$ cat src/rtl/cache_tagmr_writer.sv
// ---------------------------------------------------------------------------
// cache_tagmr_writer
//
// Purpose:
//   Write-side controller for a bank of NUM_CELLS "must-read" cache cells.
//   Each accepted write is placed in the lowest-index free slot. The block
//   then drives a one-cycle chip-enable/write-enable pulse to that cell with
//   the write's tag and data. The slot stays occupied until the cell reports
//   that its contents have been read. Held data is never overwritten, and a
//   tag that is already in flight or held cannot be accepted a second time.
//
// Ports:
//   clk           - sole clock, all state changes on the rising edge
//   reset_n       - asynchronous, active-low reset
//   wr_valid_i    - producer offers a write
//   wr_ready_o    - block accepts the offered write this cycle
//   wr_tag_i      - tag of the offered write
//   wr_data_i     - data of the offered write
//   cell_ce_o     - per-cell chip enable, high only in the write cycle
//   cell_we_o     - per-cell write enable, high only in the write cycle
//   cell_tag_o    - tag broadcast to all cells (holds the last written tag)
//   cell_wdata_o  - data broadcast to all cells (holds the last written data)
//   cell_read_i   - per-cell "has been read" pulse from the cells
//   occupied_o    - per-slot flag: slot holds unread data (writing or held)
//   count_o       - number of occupied slots
//   full_o        - every slot is occupied
//   empty_o       - no slot is occupied
// ---------------------------------------------------------------------------
module cache_tagmr_writer #(
  parameter int DATA_WIDTH        = 16,
  parameter int TAG_ADDRESS_WIDTH = 8,
  parameter int NUM_CELLS         = 4
) (
  input  logic                           clk,
  input  logic                           reset_n,
  input  logic                           wr_valid_i,
  output logic                           wr_ready_o,
  input  logic [TAG_ADDRESS_WIDTH-1:0]   wr_tag_i,
  input  logic [DATA_WIDTH-1:0]          wr_data_i,
  output logic [NUM_CELLS-1:0]           cell_ce_o,
  output logic [NUM_CELLS-1:0]           cell_we_o,
  output logic [TAG_ADDRESS_WIDTH-1:0]   cell_tag_o,
  output logic [DATA_WIDTH-1:0]          cell_wdata_o,
  input  logic [NUM_CELLS-1:0]           cell_read_i,
  output logic [NUM_CELLS-1:0]           occupied_o,
  output logic [$clog2(NUM_CELLS+1)-1:0] count_o,
  output logic                           full_o,
  output logic                           empty_o
);

  localparam int CW = $clog2(NUM_CELLS + 1);

  // Lifecycle of one slot: FREE -> WRITING (one cycle) -> HELD -> FREE.
  typedef enum logic [1:0] {
    SLOT_FREE    = 2'd0,
    SLOT_WRITING = 2'd1,
    SLOT_HELD    = 2'd2
  } slot_state_e;

  slot_state_e                  slot_state_q [NUM_CELLS];
  slot_state_e                  slot_state_d [NUM_CELLS];
  logic [TAG_ADDRESS_WIDTH-1:0] slot_tag_q   [NUM_CELLS];
  logic [TAG_ADDRESS_WIDTH-1:0] slot_tag_d   [NUM_CELLS];

  logic [NUM_CELLS-1:0]         cell_en_q, cell_en_d;
  logic [TAG_ADDRESS_WIDTH-1:0] cell_tag_q, cell_tag_d;
  logic [DATA_WIDTH-1:0]        cell_wdata_q, cell_wdata_d;
  logic [CW-1:0]                count_q, count_d;

  logic [NUM_CELLS-1:0] free_vec;
  logic [NUM_CELLS-1:0] occ_vec;
  logic [NUM_CELLS-1:0] dup_vec;
  logic [NUM_CELLS-1:0] freed_vec;
  logic [NUM_CELLS-1:0] alloc_vec;
  logic                 alloc_found;
  logic                 wr_ready;
  logic                 accept;
  logic [CW-1:0]        freed_cnt;

  // Slot status decode. Everything here looks only at registered state, so
  // wr_ready_o never depends combinationally on cell_read_i. A slot being
  // freed this cycle is still HELD: it is not yet available, and its tag
  // still blocks a duplicate.
  always_comb begin
    free_vec  = '0;
    occ_vec   = '0;
    dup_vec   = '0;
    freed_vec = '0;
    for (int k = 0; k < NUM_CELLS; k++) begin
      free_vec[k]  = (slot_state_q[k] == SLOT_FREE);
      occ_vec[k]   = (slot_state_q[k] != SLOT_FREE);
      dup_vec[k]   = occ_vec[k] && (slot_tag_q[k] == wr_tag_i);
      // Read pulses only count once the cell actually holds the data.
      freed_vec[k] = (slot_state_q[k] == SLOT_HELD) && cell_read_i[k];
    end
  end

  // Lowest-index free slot gets the next accepted write.
  always_comb begin
    alloc_vec   = '0;
    alloc_found = 1'b0;
    for (int k = 0; k < NUM_CELLS; k++) begin
      if (free_vec[k] && !alloc_found) begin
        alloc_vec[k] = 1'b1;
        alloc_found  = 1'b1;
      end
    end
  end

  assign wr_ready = alloc_found && (dup_vec == '0);
  assign accept   = wr_valid_i && wr_ready;

  // Number of slots released on this edge; several cells may report a read
  // in the same cycle.
  always_comb begin
    freed_cnt = '0;
    for (int k = 0; k < NUM_CELLS; k++) begin
      freed_cnt = freed_cnt + CW'(freed_vec[k]);
    end
  end

  // Next-state logic for the per-slot FSMs, the write pulse and the
  // occupancy counter.
  always_comb begin
    for (int k = 0; k < NUM_CELLS; k++) begin
      slot_state_d[k] = slot_state_q[k];
      slot_tag_d[k]   = slot_tag_q[k];
      case (slot_state_q[k])
        SLOT_FREE: begin
          if (accept && alloc_vec[k]) begin
            slot_state_d[k] = SLOT_WRITING;
            slot_tag_d[k]   = wr_tag_i;
          end
        end
        SLOT_WRITING: begin
          slot_state_d[k] = SLOT_HELD;
        end
        SLOT_HELD: begin
          if (cell_read_i[k]) begin
            slot_state_d[k] = SLOT_FREE;
          end
        end
        default: begin
          slot_state_d[k] = SLOT_FREE;
        end
      endcase
    end

    // The cell pulse is the registered allocation vector, so it lines up
    // exactly with the WRITING cycle of the chosen slot. Tag and data keep
    // their last values between writes.
    cell_en_d    = accept ? alloc_vec : '0;
    cell_tag_d   = accept ? wr_tag_i  : cell_tag_q;
    cell_wdata_d = accept ? wr_data_i : cell_wdata_q;

    count_d = count_q + CW'(accept) - freed_cnt;
  end

  // All state, including the write pulse, clears asynchronously so that a
  // reset during a write cycle drops the pulse at once.
  always_ff @(posedge clk or negedge reset_n) begin
    if (!reset_n) begin
      for (int k = 0; k < NUM_CELLS; k++) begin
        slot_state_q[k] <= SLOT_FREE;
        slot_tag_q[k]   <= '0;
      end
      cell_en_q    <= '0;
      cell_tag_q   <= '0;
      cell_wdata_q <= '0;
      count_q      <= '0;
    end else begin
      for (int k = 0; k < NUM_CELLS; k++) begin
        slot_state_q[k] <= slot_state_d[k];
        slot_tag_q[k]   <= slot_tag_d[k];
      end
      cell_en_q    <= cell_en_d;
      cell_tag_q   <= cell_tag_d;
      cell_wdata_q <= cell_wdata_d;
      count_q      <= count_d;
    end
  end

  assign wr_ready_o   = wr_ready;
  assign cell_ce_o    = cell_en_q;
  assign cell_we_o    = cell_en_q;
  assign cell_tag_o   = cell_tag_q;
  assign cell_wdata_o = cell_wdata_q;
  assign occupied_o   = occ_vec;
  assign count_o      = count_q;
  assign full_o       = (count_q == CW'(NUM_CELLS));
  assign empty_o      = (count_q == '0);

endmodule

$ cat config.mk
export PLATFORM = sky130hd
export DESIGN_NAME = cache_tagmr_writer
export DESIGN_NICKNAME = d
export VERILOG_FILES = /design/src/rtl/cache_tagmr_writer.sv
export SDC_FILE = /design/constraint.sdc
export NUM_CORES = 1
export LEC_CHECK = 0
export CORE_MARGIN = 8
export CORE_UTILIZATION = 40
export CTS_BUF_LIST = sky130_fd_sc_hd__clkbuf_4 sky130_fd_sc_hd__clkbuf_8
export DETAILED_ROUTE_END_ITERATION = 10
export GPL_TIMING_DRIVEN = 0
export PLACE_DENSITY = 0.66
export SLEW_MARGIN = 10
export SYNTH_ARGS = -nofsm -noshare
export SYNTH_HDL_FRONTEND = slang
export SYNTH_SLANG_ARGS = --single-unit
$ cat constraint.sdc
create_clock -name clk -period 6.1 [get_ports clk]
set_clock_uncertainty 0.05 [all_clocks]
set_input_delay 0.915 -clock clk [delete_from_list [all_inputs] [get_ports clk]]
set_output_delay 0.915 -clock clk [all_outputs]
set_load 0.005 [all_outputs]
==> results of run 1 <==
==> final timing paths <==
path                                 startpoint              end  slack (ns)  cells past startpoint
worst max-delay path                wr_tag_i[5]       count_o[2]        2.27                     13
worst min-delay path                    reset_n    cell_tag_o[3]        0.44                      1
worst max register to register    slot_tag_q[4]       count_o[2]        2.64                     12
worst min register to register  cell_wdata_o[2]  cell_wdata_o[2]        0.46                      1
max in group asynchronous               reset_n  slot_state_q[6]        5.00                      2
min in group clk                cell_wdata_o[2]  cell_wdata_o[2]        0.46                      1
==> synth_stat cells <==
master,number,area (sq um)
dfrtp_1,71,1780
mux2_2,56,631
xnor2_1,21,184
xor2_1,14,123
inv_1,12,45.0
buf_4,11,82.6
nor2_1,7,26.3
nor4_1,7,43.8
nand3_1,5,25.0
buf_2,4,20.0
nand3b_1,4,30.0
fa_1,3,60.1
nand4_1,3,18.8
ha_1,2,25.0
mux2i_1,2,20.0
nand2b_1,2,12.5
nor3_1,2,10.0
nor4_4,2,42.5
o21ai_0,2,10.0
a21oi_1,1,5.00
a311o_1,1,10.0
buf_6,1,11.3
nor2_2,1,6.26
nor3_2,1,10.0
nor3b_1,1,7.51
o21ai_2,1,8.76
o22ai_1,1,6.26
or2_2,1,6.26
==> per-stage QoR <==
step	power (mW)	hold WS [ns]
final	1.87	0.442
after global routing	1.99	0.456
after CTS	1.90	0.444
after detailed placement	1.38	0.445
after global placement	1.36	0.439
after floorplan	1.14	0.420
==> metal layers <==
metal,global-route usage,up-vias,share of wire
met3,0.0339,11,0.042
li1,-,961,-
met2,0.189,35,0.49
met1,0.149,1039,0.45
met5,0,-,0
met4,0.0643,0,0.022
==> power groups by stage <==
stage | Clock, mW | Combinational, mW | Sequential (mW)
2_1_floorplan | 0 | 0.401 | 0.740
3_3_place_gp | 0 | 0.612 | 0.749
3_5_place_dp | 0 | 0.627 | 0.757
4_1_cts | 0.520 | 0.628 | 0.749
5_1_grt | 0.541 | 0.677 | 0.770
6_report | 0.510 | 0.613 | 0.747
==> layout make-up <==
cell class / count / area (sq um)
fillers: 711 / 3720
flip-flops and latches: 71 / 1780
multi-input cells: 140 / 1320
repair buffers: 65 / 666
clock buffers: 11 / 145
well taps: 105 / 131
clock inverters: 5 / 129
plain buffers: 16 / 114
inverters: 12 / 45.0
==> state kept, by name, summed over array words and instances, names as in the netlist <==
name          flops
cell_wdata_o     16
cell_tag_o        8
slot_tag_q       32
slot_state_q      8
count_o           3
cell_ce_o         4
==> kinds of logic (layout without fill, tap and decap cells) <==
family                   after synthesis  in the layout  share of synthesized area
flip-flops                            71             71                      0.546
multiplexers                          58             58                      0.200
AND/OR/NAND/NOR                       36             36                     0.0734
XOR/XNOR                              35             35                     0.0941
buffers and inverters                 28            109                     0.0488
AO/OA/AOI/OAI                          6              6                     0.0123
adder cells (fa/ha/maj)                5              5                     0.0261
==> cell usage in the layout (no fill, tap or decap), drive strengths merged, types with 4 or more instances in the layout <==
cell type / netlist / final
dfrtp: 71 / 71
clkdlybuf4s50: 0 / 63
mux2: 56 / 56
xnor2: 21 / 21
buf: 16 / 18
xor2: 14 / 14
inv: 12 / 12
clkbuf: 0 / 11
nor4: 9 / 9
nor2: 8 / 8
nand3: 5 / 5
nand3b: 4 / 4
bufinv: 0 / 4
==> worst max-delay path: cells and delay by family <==
family          cells  cell delay (ns)
compound gates      2             0.60
simple gates        2             0.52
buf+inv             3             0.47
xor+xnor            3             0.45
fa+ha+maj           3             1.05
==> impl_metrics.ini, run 1 <==
[outcome]
status = complete, no violations

[cells_and_area]
design_area_sq_um = 4330
nets = 351
drive_gt1_frac = 0.300
postLayoutCoreUtil = 0.538
final_cell_count_no_fill = 425
antenna_cells = 0
area_growth_pct = 32.9

[critical_path]
cp_cell_sequence = buf_4, xor2_1, nor4_1, a21oi_1, o21ai_2, nor2_2, buf_2, fa_1, ha_1, inv_1, fa_1, xor2_1, xnor2_1
cp_slowest_cell = fa_1
path_class = in2reg
critPathMaxFanout = 10
required_ns = 6.27
start_kind = input pin
cp-end-kind = register
arrival_ns = 4.01
critPathMaxStageDelay_ns = 0.51

[timing]
rsz0062_at_grt = false
max_freq_mhz = 261
hold_violations = 0
min_period_ns = 3.83
finalCritPeriodShare = 0.628
drv_slew = 0
setup_ws_ns = 2.27
relSlewSlack = 0.540
setup_tns_ns = 0
max_slew.worst_pin.slew_ns = 0.687
finalSetupViolations = 0

[pwr]
seq_power_share = 0.400
combPwrFrac = 0.328
vdd_drop_max_v = 0.000182
clkPwrFrac = 0.273
p_int_mw = 1.35
sw_frac_of_total = 0.280
power_switching_uw = 524
p_per_area_nw_per_um2 = 432
total_leakage_power_nw = 1.84

[clock_network]
h-tree-depth = 3
path_clk_slew_ns = 0.08
cts_resized = 0
cts_buffer_depth = 2
numCtsBuffers = 9
hold_buffers = 0
clk-insertion-delay-late_ns = 0.34
clkSinkCount = 71
cts_root_buf = clkbuf_8
cts_tree = built
post_cts_buffers = 0

[floorplanning]
io-pin-count = 73
dieArea_sq_um = 11300
dieHeight_um = 106
die_w_um = 106
row_count = 33
start_util = 0.405
core-area_sq_um = 8050

[global_routing]
grt-ovfl-total = 0
grt_usage = 0.121
grt_pass1_wl_mm = 10.7
antenna_found_initial = 0
first_global_vias = 2106
grt_max_degree = 45

[placed_design]
dpl.hpwl_mm = 4.75
io_buffer_count = 64
dpl.cell_count = 409
dpl_cell_area_sq_um = 4050
routabilityCongestion = 0.692
dp_slack_ns = 1.84

[synthesis]
syn_inst = 239
synth-seq-cells = 71
syn-num-nets = 275
synth-seq-area-share = 0.546
yosysWarnings = 0
syn_avg_cell_area_sq_um = 13.6
synthesis.area_sq_um = 3260
synth_cell_types = 28

[routing]
drtIter0Drc = 55
antenna_left = 0
drc = 0
drt_wl_total_mm = 6.54
firstDrtPassIters = 3
vias = 2046
viasPerCell = 4.81
wl_per_cell_um = 15.4

[run]
max_cap_viol_count = 0

[worst_hold_path]
hp-class = in2async
No activity file was read; power rests on OpenSTA's default activity.
==> inputs of run 2 (changes only) <==
PLACE_DENSITY = 0.68   (was 0.66)
clock period = 3.5 ns   (was 6.1 ns; I/O delays follow)
==> run 2 against run 1 <==
Worst hold slack got worse by 0.39 ns. Non-clock buffer count is 2 higher. Flip-flop and latch count unchanged. Critical path type is now reg2reg. Largest power group unchanged.
==> impl_metrics.ini, run 2 (same netlist as run 1, synthesis figures left out) <==
[clock_network]
hold_buffers = 0
clkSinkCount = 71
numCtsBuffers = 9
cts_buffer_depth = 2
path_clk_slew_ns = 0.08
h-tree-depth = 3
clk-insertion-delay-late_ns = 0.34
cts_tree = built
cts_root_buf = clkbuf_8

[pwr]
total_leakage_power_nw = 1.84
p_per_area_nw_per_um2 = 727
vdd_drop_max_v = 0.000240

[global_routing]
grt_usage = 0.123
grt_max_degree = 46
use_met3 = 0.0387
grt-ovfl-total = 0
first_global_vias = 2180
grt_pass1_wl_mm = 10.9
grt_use_met1 = 0.150
grtUsageMet2 = 0.194
top_usage_layer = met2
antenna_found_initial = 0

[floorplanning]
io-pin-count = 73
dieArea_sq_um = 11300
die_w_um = 106
core-area_sq_um = 8050
row_count = 33
dieHeight_um = 106
start_util = 0.405

[critical_path]
r2r_end = count_o[2]
start_kind = register
cp-end-kind = register
critPathMaxFanout = 10
crit_path_end = count_o[2]
critPathMaxStageDelay_ns = 0.51
required_ns = 3.67
rrSetupSlack_ns = 0.26
worstSetupStartpoint = slot_tag_q[5]
path_class = reg2reg
cp_slowest_cell = fa_1
reg2reg_from = slot_tag_q[5]
arrival_ns = 3.41
worstRegToRegCells = 12
cp_cell_sequence = xor2_1, nor4_1, a21oi_1, o21ai_4, nor2_4, buf_2, fa_1, ha_1, inv_1, fa_1, xor2_1, xnor2_1

[cells_and_area]
nets = 353
drive_gt1_frac = 0.311
largest_reg_flops = 32
final_cell_mix = dfrtp_1 (71), clkdlybuf4s50_1 (63), mux2_2 (56), xnor2_1 (21)
regArea_sq_um = 1780
multi_input_area_sq_um = 1340
fillCellCount = 713
antenna_cells = 0
area_growth_pct = 32.7
final_common_cell = dfrtp_1
regMostFlops = slot_tag_q
postLayoutCoreUtil = 0.537

[timing]
max_freq_mhz = 309
finalSetupViolations = 0
setup_tns_ns = 0
min_period_ns = 3.24
finalCritPeriodShare = 0.924
max_slew.worst_pin.slew_ns = 0.692
drv_slew = 0
hold_violations = 0
relSlewSlack = 0.536
rsz0062_at_grt = false

[routing]
viasPerCell = 4.74
antenna_left = 0
vias = 2022
drtIter0Drc = 42
wl_per_cell_um = 15.5
drt_wl_total_mm = 6.61
firstDrtPassIters = 3
drc = 0

[worst_hold_path]
hp-class = in2async

[placed_design]
dpl.hpwl_mm = 4.86
routabilityCongestion = 0.700
io_buffer_count = 64

[run]
max_cap_viol_count = 0

[outcome]
status = complete, no violations
-- run 2: what timing repair did --
| action | 4_1_cts | 5_1_grt |
|---|---|---|
| pin swaps | 0 | 1 |
| endpoints found under the setup margin | 1 | 2 |
| buffers inserted | 0 | 2 |
| gates resized for setup | 1 | 3 |
-- run 2: critical path, delay by kind of cell, from the launching register on --
family	cells	cell delay, ns
simple gates	2	0.44
buf+inv	2	0.28
fa+ha+maj	3	1.05
flops	1	0.39
compound gates	2	0.47
xor+xnor	3	0.45
-- run 2: worst min-delay path by stage --
stage / start / end / slack (ns)
after global routing: reset_n / slot_tag_q[29] / 0.05
after CTS: reset_n / cell_wdata_o[15] / 0.04
after floorplan: reset_n / cell_ce_o[0] / 0.18
after detailed placement: reset_n / slot_tag_q[27] / 0.42
after global placement: cell_wdata_o[1] / cell_wdata_o[1] / 0.44
final: reset_n / cell_wdata_o[15] / 0.05
-- run 2: final cells by class --
type	count	area share
clock buffer	13	0.0385
timing repair buffer	67	0.157
inverter	12	0.0104
multi-input combinational	140	0.311
tap	105	0.0304
clock inverter	3	0.0151
buffer	16	0.0263
sequential	71	0.411
-- run 2: power breakdown --
group | total (mW) | leakage (nW) | switching (mW) | internal, mW
registers | 1.31 | 0.862 | 0.200 | 1.11
clock network | 0.753 | 0.120 | 0.297 | 0.456
logic | 1.08 | 0.858 | 0.409 | 0.671
-- run 2: per-stage QoR --
step | power, mW | area [sq um] | hold WS (ns) | instances | setup WS, ns
after floorplan | 1.99 | 3260 | 0.179 | 239 | 0.0991
after global placement | 2.37 | 4030 | 0.440 | 408 | -0.663
after detailed placement | 2.41 | 4050 | 0.422 | 409 | -0.322
after CTS | 3.18 | 4290 | 0.0438 | 425 | 0.0649
after global routing | 3.36 | 4320 | 0.0548 | 427 | 0.0733
final | 3.14 | 4320 | 0.0478 | 427 | 0.265
-- run 2: layer usage --
metal,share of wire,up-vias
li1,-,970
met1,0.45,1007
met2,0.48,37
met3,0.043,8
met4,0.018,0
met5,0,-
